**src/rtl/otbn_bignum_mul256_seq.sv**
```systemverilog
// Drives the bignum MAC through the fixed 16-step MULQACC schedule and
// assembles the 512-bit product from the four half-words shifted out on .SO steps.
module otbn_bignum_mul256_seq #(
  parameter int WLEN = 256
) (
  input  logic              clk_i,
  input  logic              rst_ni,
  input  logic              start_i,
  input  logic              abort_i,
  input  logic [WLEN-1:0]   operand_a_i,
  input  logic [WLEN-1:0]   operand_b_i,
  input  logic              stall_i,
  output logic              busy_o,
  output logic              done_o,
  output logic              err_o,
  output logic [2*WLEN-1:0] result_o,
  output logic              mac_en_o,
  output logic              mac_commit_o,
  output logic [WLEN-1:0]   mac_op_a_o,
  output logic [WLEN-1:0]   mac_op_b_o,
  output logic [1:0]        mac_a_qw_sel_o,
  output logic [1:0]        mac_b_qw_sel_o,
  output logic [1:0]        mac_shift_imm_o,
  output logic              mac_zero_acc_o,
  output logic              mac_shift_acc_o,
  output logic              mac_wr_hw_sel_upper_o,
  output logic              mac_predec_op_en_o,
  output logic              mac_predec_acc_rd_en_o,
  input  logic [WLEN-1:0]   mac_result_i,
  input  logic              mac_intg_err_i,
  input  logic              mac_predec_err_i
);
  localparam int HWLEN = WLEN / 2;

  typedef enum logic [1:0] {IDLE, RUN, DONE, ERR} state_e;

  state_e          state_reg;
  logic [3:0]      step_reg;
  logic [WLEN-1:0] op_a_reg;
  logic [WLEN-1:0] op_b_reg;
  logic            err_reg;

  logic [1:0] a_sel, b_sel, shift_imm, so_k;
  logic       zero_acc, so_step, hw_upper;
  logic       run, mac_err, accept, step_fire, capture;
  logic       unused_res_hi;

  assign unused_res_hi = ^mac_result_i[WLEN-1:HWLEN];

  // Quarter-word products grouped by weight; .SO retires 128 bits of product.
  always_comb begin
    a_sel     = 2'd0;
    b_sel     = 2'd0;
    shift_imm = 2'd0;
    zero_acc  = 1'b0;
    so_step   = 1'b0;
    hw_upper  = 1'b0;
    so_k      = 2'd0;
    case (step_reg)
      4'd0:  begin {a_sel, b_sel, shift_imm} = {2'd0, 2'd0, 2'd0}; zero_acc = 1'b1; end
      4'd1:  {a_sel, b_sel, shift_imm} = {2'd1, 2'd0, 2'd1};
      4'd2:  begin {a_sel, b_sel, shift_imm} = {2'd0, 2'd1, 2'd1}; so_step = 1'b1; so_k = 2'd0; end
      4'd3:  {a_sel, b_sel, shift_imm} = {2'd2, 2'd0, 2'd0};
      4'd4:  {a_sel, b_sel, shift_imm} = {2'd1, 2'd1, 2'd0};
      4'd5:  {a_sel, b_sel, shift_imm} = {2'd0, 2'd2, 2'd0};
      4'd6:  {a_sel, b_sel, shift_imm} = {2'd3, 2'd0, 2'd1};
      4'd7:  {a_sel, b_sel, shift_imm} = {2'd2, 2'd1, 2'd1};
      4'd8:  {a_sel, b_sel, shift_imm} = {2'd1, 2'd2, 2'd1};
      4'd9:  begin
        {a_sel, b_sel, shift_imm} = {2'd0, 2'd3, 2'd1};
        so_step = 1'b1; hw_upper = 1'b1; so_k = 2'd1;
      end
      4'd10: {a_sel, b_sel, shift_imm} = {2'd3, 2'd1, 2'd0};
      4'd11: {a_sel, b_sel, shift_imm} = {2'd2, 2'd2, 2'd0};
      4'd12: {a_sel, b_sel, shift_imm} = {2'd1, 2'd3, 2'd0};
      4'd13: {a_sel, b_sel, shift_imm} = {2'd3, 2'd2, 2'd1};
      4'd14: begin {a_sel, b_sel, shift_imm} = {2'd2, 2'd3, 2'd1}; so_step = 1'b1; so_k = 2'd2; end
      default: begin
        {a_sel, b_sel, shift_imm} = {2'd3, 2'd3, 2'd0};
        so_step = 1'b1; hw_upper = 1'b1; so_k = 2'd3;
      end
    endcase
  end

  assign run       = (state_reg == RUN);
  assign mac_err   = run & (mac_intg_err_i | mac_predec_err_i);
  assign accept    = start_i & ~abort_i & ((state_reg == IDLE) | (state_reg == ERR));
  assign step_fire = run & ~stall_i & ~mac_err & ~abort_i;
  assign capture   = step_fire & so_step;

  assign busy_o                 = run;
  assign done_o                 = (state_reg == DONE);
  assign err_o                  = err_reg;
  assign mac_en_o               = run;
  assign mac_commit_o           = run & ~stall_i;
  assign mac_op_a_o             = run ? op_a_reg : '0;
  assign mac_op_b_o             = run ? op_b_reg : '0;
  assign mac_a_qw_sel_o         = run ? a_sel : 2'd0;
  assign mac_b_qw_sel_o         = run ? b_sel : 2'd0;
  assign mac_shift_imm_o        = run ? shift_imm : 2'd0;
  assign mac_zero_acc_o         = run & zero_acc;
  assign mac_shift_acc_o        = run & so_step;
  assign mac_wr_hw_sel_upper_o  = run & hw_upper;
  assign mac_predec_op_en_o     = mac_en_o;
  assign mac_predec_acc_rd_en_o = mac_en_o & ~mac_zero_acc_o;

  always_ff @(posedge clk_i or negedge rst_ni) begin
    if (!rst_ni) begin
      state_reg <= IDLE;
      step_reg  <= 4'd0;
      op_a_reg  <= '0;
      op_b_reg  <= '0;
      err_reg   <= 1'b0;
    end else if (abort_i) begin
      state_reg <= IDLE;
      step_reg  <= 4'd0;
      op_a_reg  <= '0;
      op_b_reg  <= '0;
      err_reg   <= 1'b0;
    end else if (accept) begin
      state_reg <= RUN;
      step_reg  <= 4'd0;
      op_a_reg  <= operand_a_i;
      op_b_reg  <= operand_b_i;
      err_reg   <= 1'b0;
    end else begin
      case (state_reg)
        RUN: begin
          if (mac_err) begin
            state_reg <= ERR;
            err_reg   <= 1'b1;
          end else if (!stall_i) begin
            step_reg <= step_reg + 4'd1;
            if (step_reg == 4'd15) state_reg <= DONE;
          end
        end
        DONE:    state_reg <= IDLE;
        default: state_reg <= state_reg;
      endcase
    end
  end

  genvar gi;
  generate
    for (gi = 0; gi < 4; gi++) begin : g_hw
      logic [HWLEN-1:0] hw_reg;
      always_ff @(posedge clk_i or negedge rst_ni) begin
        if (!rst_ni) begin
          hw_reg <= '0;
        end else if (abort_i || accept) begin
          hw_reg <= '0;
        end else if (capture && (so_k == 2'(gi))) begin
          hw_reg <= mac_result_i[HWLEN-1:0];
        end
      end
      assign result_o[gi*HWLEN +: HWLEN] = hw_reg;
    end
  endgenerate

endmodule
```
**config.mk**
```make
export PLATFORM = sky130hd
export DESIGN_NAME = otbn_bignum_mul256_seq
export DESIGN_NICKNAME = d
export VERILOG_FILES = /design/src/rtl/otbn_bignum_mul256_seq.sv
export SDC_FILE = /design/constraint.sdc
export NUM_CORES = 1
export LEC_CHECK = 0
export CORE_AREA = 2 2 707 709
export DETAILED_ROUTE_END_ITERATION = 16
export DIE_AREA = 0 0 709 711
export PLACE_DENSITY_LB_ADDON = 0.12
export SLEW_MARGIN = 40
export SYNTH_ARGS = -nofsm -noshare
export SYNTH_HDL_FRONTEND = slang
export SYNTH_SLANG_ARGS = --single-unit
```
**constraint.sdc**
```tcl
create_clock -name clk_i -period 2.3 [get_ports clk_i]
set_input_delay 0.46 -clock clk_i [delete_from_list [all_inputs] [get_ports clk_i]]
set_output_delay 0.46 -clock clk_i [all_outputs]
set_load 0.01 [all_outputs]
```
# [Yosys cells after proc, flatten, opt, wreduce, memory -nomap -nowiden]
# Cells that the tools add are included.
# Widths: inputs -> output; s select.
[totals] mem_bits_ro=0 elab_cells=120 ramBits=0 out_inout_bits=1040 mem_count=0 in_bits=775 latchBits=0 regBits=1031
[op_classes] n_bitwise=17 n_eq_ne=25 reduce_logical=29 n_div=0 n_addsub=1 muxes=39 multipliers=0 n_shift=0 n_lt_le_gt_ge=0
[op_table] op="$mux 256" count=6
[op_table] op="$mux 128" count=8
[op_table] op="$eq 4x4->1 const B" count=8
[op_table] op="$reduce_or 4->1" count=6
[op_table] op="$mux 4" count=5
[op_table] op="$pmux 2 s3" count=3
[op_table] op="$eq 4x3->1 const B" count=4
[op_table] op="$mux 2" count=8
[op_table] op="$reduce_or 14->1" count=1
[op_table] op="$reduce_or 13->1" count=1
[op_table] op="$reduce_or 12->1" count=1
[op_table] op="$and 1x1->1" count=11
[op_table] op="$reduce_bool 2->1" count=5
[op_table] op="$eq 2x2->1 const B" count=4
[op_table] op="$eq 4x2->1 const B" count=2
[op_table] op="$mux 1" count=8
[op_table] op="$reduce_or 8->1" count=1
[op_table] op="$ne 3x2->1 const B" count=2
[op_table] op="$reduce_and 3->1" count=2
[op_table] op="$reduce_bool 3->1" count=2
[op_table] op="$ne 5x2->1 const B" count=1
[op_table] op="$ne 5x3->1 const B" count=1
[op_table] op="$add 4x1->4 const B" count=1
[op_table] op="$eq 2x1->1 const B" count=2
[op_table] op="10 further kinds" count=18

# [Depth between registers and ports, before layout]
[logic_depth] depth_word=9 mapped_depth=10

# [Least setup slack after synthesis]
# OpenSTA, ideal clock, no wires.
[synth_path] path_kind="reg-to-reg" from="reg state_reg[1]" to="reg g_hw[0].hw_reg[100]" setup_ns=0.079 stages_incl_launch_ff=10 synth_period_minus_slack_ns=2.205 slack_ns=0.095 t_required_ns=2.221 n_path_buf=3 t_arrival_ns=2.125 path_cell_list="dfrtp_1 inv_1 ha_1 nor4b_4 nor3b_2 and3b_1 clkbuf_2 buf_6 buf_6 mux2i_1"
[synth_between] elab_chain_cells=8 elab_cells_between_ends=15 cone_classes="eq/ne (2); mux (1); bitwise (8); reduce/logical (4)"
[synth_lines] element="from (decl)" line="37" text="state_e state_reg;"
[synth_lines] element="from (signal assigned)" line="138" text="default: state_reg <= state_reg;"
[synth_lines] element="$eq 2x1->1 (*)" line="85" text="assign run = (state_reg == RUN);"
[synth_lines] element="via busy_o" line="13" text="output logic busy_o,"
[synth_lines] element="$and 1x1->1" line="86" text="assign mac_err = run & (mac_intg_err_i | mac_predec_err_i);"
[synth_lines] element="$not 1->1" line="88" text="assign step_fire = run & ~stall_i & ~mac_err & ~abort_i;"
[synth_lines] element="$and 1x1->1 (*) (2 in series)" line="88"
[synth_lines] element="$and 1x1->1 (*)" line="89" text="assign capture = step_fire & so_step;"
[synth_lines] element="$logic_and 1x1->1 (*)" line="152" text="end else if (capture && (so_k == 2'(gi))) begin"
[synth_lines] element="$reduce_bool 2->1 (no line) (*)"
[synth_lines] element="to (signal assigned)" line="153" text="hw_reg <= mac_result_i[HWLEN-1:0];"
[synth_lines] element="to (decl)" line="146" text="logic [HWLEN-1:0] hw_reg;"
# Mark *: on every way through the listed nets, which the timed path passes. The rest lies on a longest branch.
# A chain may end at the register's enable or synchronous reset.

# [Worst setup path after layout]
[layout_path] from="reg state_reg[0]" to="out mac_shift_acc_o"
[layout_between] elab_chain_cells=2
[layout_lines] element="$eq 2x1->1" line="85"
[layout_lines] element="$and 1x1->1" line="102" text="assign mac_shift_acc_o = run & so_step;"
[layout_lines] element="to (decl)" line="25" text="output logic mac_shift_acc_o,"
# Every way passes these cells.

==> metrics.md <==
| Metric | Value |
|---|---|
| Avg WL per Cell | `~26 um` |
| Layout cells sized above 1 | `about a fifth` |
| Drt total wl | `around 360 mm` |
| Fillers | `55720` |
| Overflow after GRT | `0` |
| Reg area | `roughly 0.026 mm2` |
| Clock Path Buffers | `4` |
| Post-Syn Area | `0.04510 mm2` |
| Multi-input logic area | `between 0.015 and 0.02 mm2` |
| First-pass GRT wire length | `between 400 and 500 mm` |
| Total vias in the final route | `42420` |
| Layout Cells excl Fill | `13500` |
| Syn avg cell area | `between 9 and 10 um2` |
| Final HPWL from detailed placement | `~290 mm` |
| Htree depth | `4` |
| Worst EP arrival | `around 2.7 ns` |
| Max-slew headroom | `between 40 and 50%` |
| Starting density of the core | `9.091%` |
| Outcome | `finished with violations` |
| Share of Yosys cell area claimed by the top area cell type | `57.20%` |
| Synth top area cells | `dfrtp_1 57%, nand2_1 14%, mux2i_1 11%` |
| Fmax | `0.3149 GHz` |
| Cells after synthesis | `roughly 4700` |
| Final hold vios | `0` |
| Post-DR vias/cell | `roughly 3.1` |
| Core Area | `slightly below 0.5 mm2` |
| Ports | `roughly 1800` |
| 1st-iter DRT viols | `2079` |
| # nets final | `7479` |
| Worst-Skew Late Latency | `0.89 ns` |
| Syn Nets | `between 5000 and 6000` |
| CTS root buf | `clkbuf_16` |
| Worst Path Max Fanout | `5` |
| Final worst slack | `-0.8754 ns` |
| CTS Buf Count | `162` |
| Final Util | `16.30%` |
| Crit share post-route | `138.1%` |
| Initial antenna violation count | `roughly 150` |
| Clk sink count | `a little over 1000` |
| Synth Warn # | `0` |
| Slew @ Worst Pin | `just under 0.8 ns` |
| PD cells | `a little under 900 mW/mm2` |
| Global-route usage over all layers | `13.57%` |
| TNS Setup | `-473.16 ns` |
| Worst Setup Start Kind | `register` |
| Rows | `between 200 and 300` |
| Post-synth ARST share | `100.0%` |
| Synth area leader | `dfrtp_1` |
| Largest net degree at the start of global routing | `between 100 and 150` |
| Dpl cells | `13110` |
| Chip Width | `just over 700 um` |
| Setup violators final | `between 1000 and 1500` |
| Ys flop type | `dfrtp_1` |
| Buffers added on ports | `between 1500 and 2000` |
| Drt pass-1 iters | `5` |
| Final Power | `a little over 70 mW` |
| Max reg flops | `~510` |
| Drt drc | `0` |
| Worst Clk Skew | `around 0.075 ns` |
| Sequential share of the synthesized area | `~57%` |
| Layout overhead on the synthesized area | `79.31%` |
| Vias in the first global route | `around 45000` |
| Worst path required time | `1.84 ns` |
| DRT antenna net count | `0` |
| CTS clock-pin slew for the worst setup and hold paths | `about 0.060 ns` |
| Peak VDD IR | `about 650 uV` |
| Most frequent cells in the layout | `1668 x nand2_1, 1132 x clkdlybuf4s50_1, 1031 x dfrtp_1, 520 x a21oi_1, 514 x mux2i_1` |
| DIE HEIGHT | `~700 um` |
| MaxCap Viol Count | `0` |
| Worst Setup End Kind | `output pin` |
| Die footprint | `0.5041 mm2` |
| Most common cell after layout, fill and taps aside | `nand2_1` |
| Cell area after layout | `just over 0.08 mm2` |
| Placer congestion estimate | `around 0.84` |
| CTS tree | `yes` |
| Hold WC Path Type | `in2async` |
| Kind of critical path | `reg2out` |
| EDFF count, synth | `0` |
| Yosys reg bits | `~1000` |
| Fin crit period | `between 3 and 4 ns` |
| LEAKAGE | `approximately 37 nW` |
| Placement-stage cell area | `roughly 0.074 mm2` |
| RSZ-0062 raised after global routing | `true` |
| Fin. max-slew vios | `0` |
| Failing checks | `setup timing` |
| Unique masters post-synth | `39` |
-- layer usage --
layer	track usage, %	vias to the layer above	part of all wire (%)
li1	-	19170	-
met1	14.80	21310	38
met2	23.89	1415	49
met3	5.645	498	9.6
met4	3.865	32	3.5
met5	0	-	0.056
-- cell usage after synthesis, drive strengths merged, types with 2 or more instances --
cell type and number:
inv 7, buf 86, xnor2 2, a21oi 524, nor2 16, clkbuf 280
dfrtp 1031, o22ai 2, nor3 2, o21ai 5, a211oi 2, nand4 3
o21a 2, ha 6, nand2 1669, and3b 3, o31ai 2, mux2i 514
nor2b 3, nand3 2, and2 514, nand2b 5
-- critical path, stage by stage (launching register included) --
cell and delay, ns:
dfrtp_1 0.41, ha_4 0.19, buf_12 0.13, buf_12 0.13
buf_16 0.15, buf_12 0.13, buf_12 0.13, buf_4 0.14
buf_6 0.11, and3b_1 0.16, buf_6 0.14
-- through the flow --
| stage | worst slack [ns] | hold WS, ns |
|---|---|---|
| finish | -0.8754 | 0.09610 |
| floorplan | 0.09528 | 0.1644 |
| global placement | -1.008 | 0.3890 |
| CTS | -1.192 | 0.003224 |
| global route | -1.026 | 0.05375 |
| detailed placement | -0.9741 | 0.3917 |
-- cell type report --
class	count	area share, %
Tap cell	6655	10.30
Antenna cell	26	0.08045
Clock buffer	241	5.904
Timing Repair Buffer	2207	28.77
Multi-Input combinational cell	3289	22.39
Sequential cell	1031	31.90
Clock inverter	43	0.6266
Inverter	7	0.03249
-- path summary, 6_finish.rpt --
check                              start             endpoint  slack, ns  cells past startpoint
min in group clk_i               abort_i        op_b_reg[251]       0.12                      3
min                               rst_ni   g_hw[1].hw_reg[69]        0.1                      2
max in group asynchronous         rst_ni         op_a_reg[95]       1.09                      4
max reg2reg                 state_reg[1]  g_hw[1].hw_reg[103]      -0.60                     11
max                         state_reg[0]      mac_shift_acc_o      -0.88                     10
min reg2reg                op_a_reg[194]        op_a_reg[194]       0.51                      2
-- cells by family after synthesis --
kind of cell,synth area share (%)
AND/OR/NAND/NOR,21.54
flip-flops,57.20
AO/OA/AOI/OAI,6.120
multiplexers,11.41
buffers and inverters,3.501
adder cells (fa/ha/maj),0.1664
XOR/XNOR,0.05827
other,0.008314
-- power by group --
part,internal (mW),switching (mW)
Combinational,10.5,13.7
Sequential,19.9,1.17
Clock,15.0,10.6
-- timing repair --
action,4_1_cts,5_1_grt
resized for setup,477,951
pin swaps,1,4
setup endpoints to repair,1517,1580
hold endpoints to repair,303,0
cloned,7,16
hold buffers,4,0
buffers inserted,14,41
Note: power is estimated with default switching activity, not from simulation.
